File: src/rtl/button_conditioner_if.sv
// Raw push-button inputs and the conditioned strobes/levels that feed the up/down counter.
interface button_conditioner_if;
  logic step_raw;
  logic dir_raw;
  logic clr_raw;
  logic step_pulse;
  logic dir;
  logic clr_pulse;
  logic step_held;

  modport master (
    output step_raw, dir_raw, clr_raw,
    input  step_pulse, dir, clr_pulse, step_held
  );

  modport slave (
    input  step_raw, dir_raw, clr_raw,
    output step_pulse, dir, clr_pulse, step_held
  );
endinterface

File: src/rtl/button_conditioner.sv
// Synchronize, debounce and edge-detect three buttons; step channel auto-repeats while held.
module button_conditioner #(
  parameter int STABLE_CYCLES = 16,
  parameter int HOLD_CYCLES   = 64,
  parameter int REPEAT_CYCLES = 16,
  parameter int CNT_W         = 16
) (
  input logic                 clk,
  input logic                 rst_n,
  button_conditioner_if.slave bus
);
  localparam int NUM_CH  = 3;
  localparam int CH_STEP = 0;
  localparam int CH_DIR  = 1;
  localparam int CH_CLR  = 2;

  typedef enum logic [1:0] {S_IDLE, S_PRESS, S_REPEAT} state_t;

  logic [NUM_CH-1:0]            raw, s1, s2, db, db_q, rise;
  logic [NUM_CH-1:0][CNT_W-1:0] cnt;

  state_t           state_q, state_d;
  logic [CNT_W-1:0] t_q, t_d;
  logic             fire;
  logic             step_pulse_q, dir_q, clr_pulse_q;

  assign raw  = {bus.clr_raw, bus.dir_raw, bus.step_raw};
  assign rise = db & ~db_q;

  // Any sample of s2 matching db restarts the stability count.
  always_ff @(posedge clk) begin
    if (!rst_n) begin
      s1   <= '0;
      s2   <= '0;
      db   <= '0;
      db_q <= '0;
      cnt  <= '0;
    end else begin
      s1   <= raw;
      s2   <= s1;
      db_q <= db;
      for (int i = 0; i < NUM_CH; i++) begin
        if (s2[i] == db[i]) begin
          cnt[i] <= '0;
        end else if (cnt[i] == CNT_W'(STABLE_CYCLES - 1)) begin
          db[i]  <= s2[i];
          cnt[i] <= '0;
        end else begin
          cnt[i] <= cnt[i] + CNT_W'(1);
        end
      end
    end
  end

  always_comb begin
    state_d = state_q;
    t_d     = t_q;
    fire    = 1'b0;
    unique case (state_q)
      S_IDLE: begin
        if (rise[CH_STEP]) begin
          fire    = 1'b1;
          t_d     = '0;
          state_d = S_PRESS;
        end
      end
      S_PRESS: begin
        if (!db[CH_STEP]) begin
          t_d     = '0;
          state_d = S_IDLE;
        end else if (t_q == CNT_W'(HOLD_CYCLES - 1)) begin
          fire    = 1'b1;
          t_d     = '0;
          state_d = S_REPEAT;
        end else begin
          t_d = t_q + CNT_W'(1);
        end
      end
      S_REPEAT: begin
        if (!db[CH_STEP]) begin
          t_d     = '0;
          state_d = S_IDLE;
        end else if (t_q == CNT_W'(REPEAT_CYCLES - 1)) begin
          fire = 1'b1;
          t_d  = '0;
        end else begin
          t_d = t_q + CNT_W'(1);
        end
      end
      default: begin
        t_d     = '0;
        state_d = S_IDLE;
      end
    endcase
  end

  // A clear strobe suppresses a coincident step strobe; the FSM still advances.
  always_ff @(posedge clk) begin
    if (!rst_n) begin
      state_q      <= S_IDLE;
      t_q          <= '0;
      step_pulse_q <= 1'b0;
      dir_q        <= 1'b0;
      clr_pulse_q  <= 1'b0;
    end else begin
      state_q      <= state_d;
      t_q          <= t_d;
      step_pulse_q <= fire & ~rise[CH_CLR];
      dir_q        <= dir_q ^ rise[CH_DIR];
      clr_pulse_q  <= rise[CH_CLR];
    end
  end

  assign bus.step_pulse = step_pulse_q;
  assign bus.dir        = dir_q;
  assign bus.clr_pulse  = clr_pulse_q;
  assign bus.step_held  = (state_q == S_REPEAT);
endmodule

File: src/flat_wrapper.sv
// flat-port wrapper written by rule: the top's interface ports become plain ports
module button_conditioner_flat 
#(
  parameter int STABLE_CYCLES = 16,
  parameter int HOLD_CYCLES   = 64,
  parameter int REPEAT_CYCLES = 16,
  parameter int CNT_W         = 16
)
  (clk, rst_n, bus_step_raw, bus_dir_raw, bus_clr_raw, bus_step_pulse, bus_dir, bus_clr_pulse, bus_step_held);
  button_conditioner_if bus_i ();
  input logic clk;
  input logic rst_n;
  input wire logic [$bits(bus_i.step_raw)-1:0] bus_step_raw;
  input wire logic [$bits(bus_i.dir_raw)-1:0] bus_dir_raw;
  input wire logic [$bits(bus_i.clr_raw)-1:0] bus_clr_raw;
  output wire logic [$bits(bus_i.step_pulse)-1:0] bus_step_pulse;
  output wire logic [$bits(bus_i.dir)-1:0] bus_dir;
  output wire logic [$bits(bus_i.clr_pulse)-1:0] bus_clr_pulse;
  output wire logic [$bits(bus_i.step_held)-1:0] bus_step_held;
  assign bus_i.step_raw = bus_step_raw;
  assign bus_i.dir_raw = bus_dir_raw;
  assign bus_i.clr_raw = bus_clr_raw;
  assign bus_step_pulse = bus_i.step_pulse;
  assign bus_dir = bus_i.dir;
  assign bus_clr_pulse = bus_i.clr_pulse;
  assign bus_step_held = bus_i.step_held;
  button_conditioner #(.STABLE_CYCLES(STABLE_CYCLES), .HOLD_CYCLES(HOLD_CYCLES), .REPEAT_CYCLES(REPEAT_CYCLES), .CNT_W(CNT_W)) u_core (.clk(clk), .rst_n(rst_n), .bus(bus_i));
endmodule
File: config.mk
export PLATFORM = sky130hd
export DESIGN_NAME = button_conditioner_flat
export DESIGN_NICKNAME = d
export VERILOG_FILES = /design/src/rtl/button_conditioner_if.sv /design/src/rtl/button_conditioner.sv /design/src/flat_wrapper.sv
export SDC_FILE = /design/constraint.sdc
export NUM_CORES = 1
export LEC_CHECK = 0
export BUFFER_PORTS_ARGS = -buffer_cell sky130_fd_sc_hd__buf_2
export CAP_MARGIN = 30
export CORE_ASPECT_RATIO = 1.1
export CORE_MARGIN = 2
export CORE_UTILIZATION = 56
export CTS_CLUSTER_DIAMETER = 100
export CTS_CLUSTER_SIZE = 8
export DETAILED_ROUTE_END_ITERATION = 7
export MAX_ROUTING_LAYER = met4
export PLACE_DENSITY = 0.74
export SKIP_CTS_REPAIR_TIMING = 1
export SYNTH_ARGS = -nofsm -noshare
export SYNTH_HDL_FRONTEND = slang
export SYNTH_SLANG_ARGS = --single-unit
export TNS_END_PERCENT = 100
File: constraint.sdc
create_clock -name clk -period 1.9 [get_ports clk]
set_input_delay 0 -clock clk [delete_from_list [all_inputs] [get_ports clk]]
set_output_delay 0 -clock clk [all_outputs]
set_load 0.02 [all_outputs]
* Word-level counts from Yosys, hierarchy flattened
Cells that the tools add are included.
Cells by class: add/subtract/negate cells 4, multipliers 0, divide/modulo/power cells 0, magnitude comparators 0, equality and inequality tests 13, shifts and indexed selects 0, multiplexer cells 17, bitwise gates (word level) 9, reduce and logical (&&, ||, !) cells 8
Operators by type and width (count):
- $mux 16 | 5
- $add 16x1->16 const B | 4
- $eq 16x4->1 const B | 4
- $pmux 16 s3 | 1
- $eq 16x6->1 const B | 1
- $reduce_or 3->1 | 3
- $mux 2 | 4
- $pmux 2 s3 | 1
- $reduce_and 2->1 | 3
- $mux 1 | 5
- $not 1->1 | 5
- $and 3x3->3 | 1
- $eq 1x1->1 | 3
- $ne 3x3->1 const B | 1
- $not 3->3 | 1
- $pmux 1 s3 | 1
- $reduce_and 3->1 | 1
- $eq 2x1->1 const B | 1
- $eq 2x2->1 const B | 1
- $logic_not 2->1 | 1
- $ne 2x1->1 const B | 1
- $ne 2x2->1 const B | 1
- $and 1x1->1 | 1
- $xor 1x1->1 | 1
Word-level totals: register bits 81, latch bits 0, memory bits (writable) 0, ROM bits 0, input bits 5, word-level logic and storage cells 65, memories kept 0

* Longest topological paths before layout
word-level depth 5, mapped depth 8

* Worst setup path after synthesis
OpenSTA, ideal clock, no wires.
kind reg2reg, from register u_core.t_q[0], to register u_core.t_q[3], library setup time 0.134 ns, arrival time 1.611 ns, required time 1.766 ns, path slack 0.155 ns, stages on the path, launching flop included 8, clock period less this slack 1.745 ns, path through dfxtp_1 -> ha_1 -> and4bb_1 -> nand4_1 -> a32o_1 -> buf_6 -> a41oi_1 -> a31oi_1
On the way: longest elaborated chain between the ends 4, elaborated cells on any way between the ends 8, classes of those cells add/sub: 1; eq/ne: 2; mux: 5
Ends and longest elaborated chain:
- start, declared | RTL line button_conditioner.sv:23 | logic [CNT_W-1:0] t_q, t_d;
- start signal, assigned | RTL line button_conditioner.sv:107 | t_q <= t_d;
- $add 16x1->16 (tied with other cells) | RTL line button_conditioner.sv:76, button_conditioner.sv:87
- $mux 16 (on tied branches) | RTL line button_conditioner.sv:83, button_conditioner.sv:71
- $mux 16 (on tied branches) | RTL line button_conditioner.sv:80, button_conditioner.sv:68
- $pmux 16 s3 * | RTL line button_conditioner.sv:59 | unique case (state_q)
Every way passes the cells marked *; elsewhere a longest branch is shown, timed or not. A chain may end at the register's enable or synchronous reset.

* Worst setup path in the final report
from register u_core.t_q[1], to register u_core.t_q[3]
Same word-level chain as after synthesis.

==> impl_metrics.json <==
{
  "p_total_mw": 2.898,
  "dieHeight_um": 88.37,
  "drc": 0,
  "worst_slew_pin_slew_ns": 0.4951,
  "grt_usage": 0.2067,
  "clkLatencyLatePin_ns": 0.35,
  "yosys_warnings": 0,
  "period_minus_slack_ns": 1.883,
  "htree_levels": 3,
  "cts_buffers": 9,
  "die_w_um": 80.70,
  "core_um2": 6231,
  "yosys.area.top_type": "dfxtp_1",
  "dp_slack_ns": -0.007228,
  "final_area_um2": 4113,
  "post_drt_wl_per_cell_um": 13.38,
  "crit_path_start_kind": "register",
  "p_per_area_nw_per_um2": 704.7,
  "fin_crit_sh": 0.9909,
  "clockBufferDepth": 2,
  "async_reset_ff_frac": 0,
  "status": "completed",
  "synth-edff-count": 0,
  "ioPinCount": 9,
  "final_nets": 450,
  "drive_gt1_frac": 0.1380,
  "path_clk_slew_ns": 0.08,
  "setup_viol": 0,
  "grt_start_max_net_pins": 19,
  "rows": 30,
  "clock.fmax_mhz": 531.2,
  "slew_viol_final": 0,
  "postSynthCellCount": 409,
  "max-slew-margin-rel": 0.6693,
  "drt-initial-drc-count": 165,
  "synth.yosys.seq_area_share": 0.4475,
  "setup_ws_ns": 0.01736,
  "rsz0062_at_grt": "yes",
  "fin_tns_setup_ns": 0,
  "antenna_found_initial": 0,
  "place_area_um2": 3812,
  "gr-total-overflow": 0,
  "hold_violations": 0,
  "synth_cell_type_count": 43,
  "path_max_fanout": 7,
  "hp-class": "input pin to register",
  "cts_tree": "built",
  "syn_area_per_cell_um2": 8.859,
  "grt_pass1_wl_mm": 11.30,
  "dieArea_um2": 7131,
  "clock-sinks": 81,
  "yosys.area.top_type_share": 0.4475,
  "cp.required_ns": 2.12,
  "initial_core_util": 0.5815,
  "dpl.hpwl_mm": 4.649,
  "synth_ff_type": "dfxtp_1",
  "critPathCaptureType": "register",
  "synth_area_um2": 3623,
  "wl_mm": 6.982,
  "ys_top_cells_by_area": "dfxtp_1 (45%), xor2_1 (7.5%), nor2_1 (6.1%)",
  "arrival_ns": 2.11,
  "drt_first_pass_iters": 4,
  "ant_nets": 0,
  "vias": 2963,
  "grt_pass1_vias": 2695,
  "cts-root-buf": "clkbuf_8",
  "synth_fp_nets": 422,
  "viasPerCell": 5.676,
  "maxCapViolations": 0,
  "fillers": 518,
  "gp_congestion": 0.8297,
  "peakVddDrop_mv": 0.4264,
  "diodes": 0,
  "portBuffers": 8,
  "areaGrowthSynthToFinish_pct": 13.50,
  "ys_ff_latch": 81,
  "total_leakage_power_nw": 1.492,
  "clock_skew_ns": 0.01109,
  "critPathKind": "register to register"
}
## stage by stage
stage / hold slack, ns / util / instances
4_1_cts: -0.1485 / 0.6410 / 516
2_1_floorplan: 0.1273 / - / 409
3_3_place_gp: 0.2083 / 0.6118 / 500
6_report: 0.08926 / 0.6600 / 522
3_5_place_dp: 0.2120 / 0.6118 / 500
5_1_grt: 0.08342 / 0.6600 / 522
## critical path, cell delays in order, from the launching register on
cell and delay (ns):
dfxtp_2 0.36, ha_1 0.16, and4bb_2 0.33, nand4_1 0.25, a32o_2 0.41, a41oi_2 0.20, a31oi_1 0.05
## power breakdown
group,total [mW],switching (mW),internal [mW]
clock,1.14,0.621,0.520
sequential,1.71,0.00472,1.70
combinational,0.0494,0.0295,0.0198
total,2.90,0.655,2.24
## metal layers
metal  track usage  vias up  wire length [um]
met3       0.03980       13               305
met2        0.3470       63              3364
met5             -        -                 0
li1              -     1498                 -
met1        0.2442     1389              3177
met4       0.08320        0               134
## state kept, by name (all words and copies together) (netlist names)
name                   cells
u_core.bus.clr_pulse       1
u_core.bus.dir             1
u_core.bus.step_pulse      1
u_core.cnt                48
u_core.db                  3
u_core.db_q                3
u_core.s1                  3
u_core.s2                  3
u_core.state_q             2
u_core.t_q                16
## placed cells by master, fill, tap and decap left out, types with 12 or more instances in the layout
cell	n
and3_1	15
xnor2_1	17
nand2_1	26
dfxtp_1	79
nand3_1	27
buf_4	17
and2_1	12
nand4_1	18
xor2_1	31
a21oi_1	19
nor2_1	59
## final timing paths
kind                  startpoint                   end  slack, ns  cells after the start
hold / removal             rst_n          u_core.s1[2]       0.09                      2
setup / recovery   u_core.t_q[1]         u_core.t_q[3]       0.02                      6
setup reg to reg   u_core.t_q[1]         u_core.t_q[3]       0.02                      6
hold reg to reg   u_core.db_q[2]  u_core.bus.clr_pulse       0.43                      1
## Yosys cell counts, types with 2 or more instances
cell type and instances:
a22o_1 2, xor2_1 31, o21a_1 2, xnor2_1 17, dfxtp_1 81, o21ai_0 7, ha_1 8, buf_2 3
nor2_1 59, nor4_1 12, nand3_1 28, a41oi_1 3, or3_1 4, nand4_1 18, or2_2 3, a21oi_1 20
and3_1 15, o21ai_1 2, a31oi_1 4, and2_1 12, buf_6 2, inv_1 9, a32o_1 2, mux2i_1 3
nor3_1 8, nor4_4 2, nand2_1 26, clkbuf_1 7, nor2b_1 3, and4_1 3
## final cells by class
| cell class | instances | area, um^2 | area share |
|---|---|---|---|
| inverter | 10 | 37.54 | 0.009127 |
| multi-input combinational | 307 | 1972 | 0.4795 |
| timing repair buffer | 28 | 197.7 | 0.04807 |
| clock inverter | 5 | 40.04 | 0.009735 |
| clock buffer | 11 | 141.4 | 0.03438 |
| tap | 80 | 100.1 | 0.02434 |
| sequential | 81 | 1624 | 0.3949 |
## logic make-up after synthesis
family                   synth area share
flip-flops                         0.4475
adder cells (fa/ha/maj)           0.02763
AND/OR/NAND/NOR                    0.2873
XOR/XNOR                           0.1160
multiplexers                      0.01140
AO/OA/AOI/OAI                     0.08218
buffers and inverters             0.02797
No activity file was read; power rests on OpenSTA's default activity.
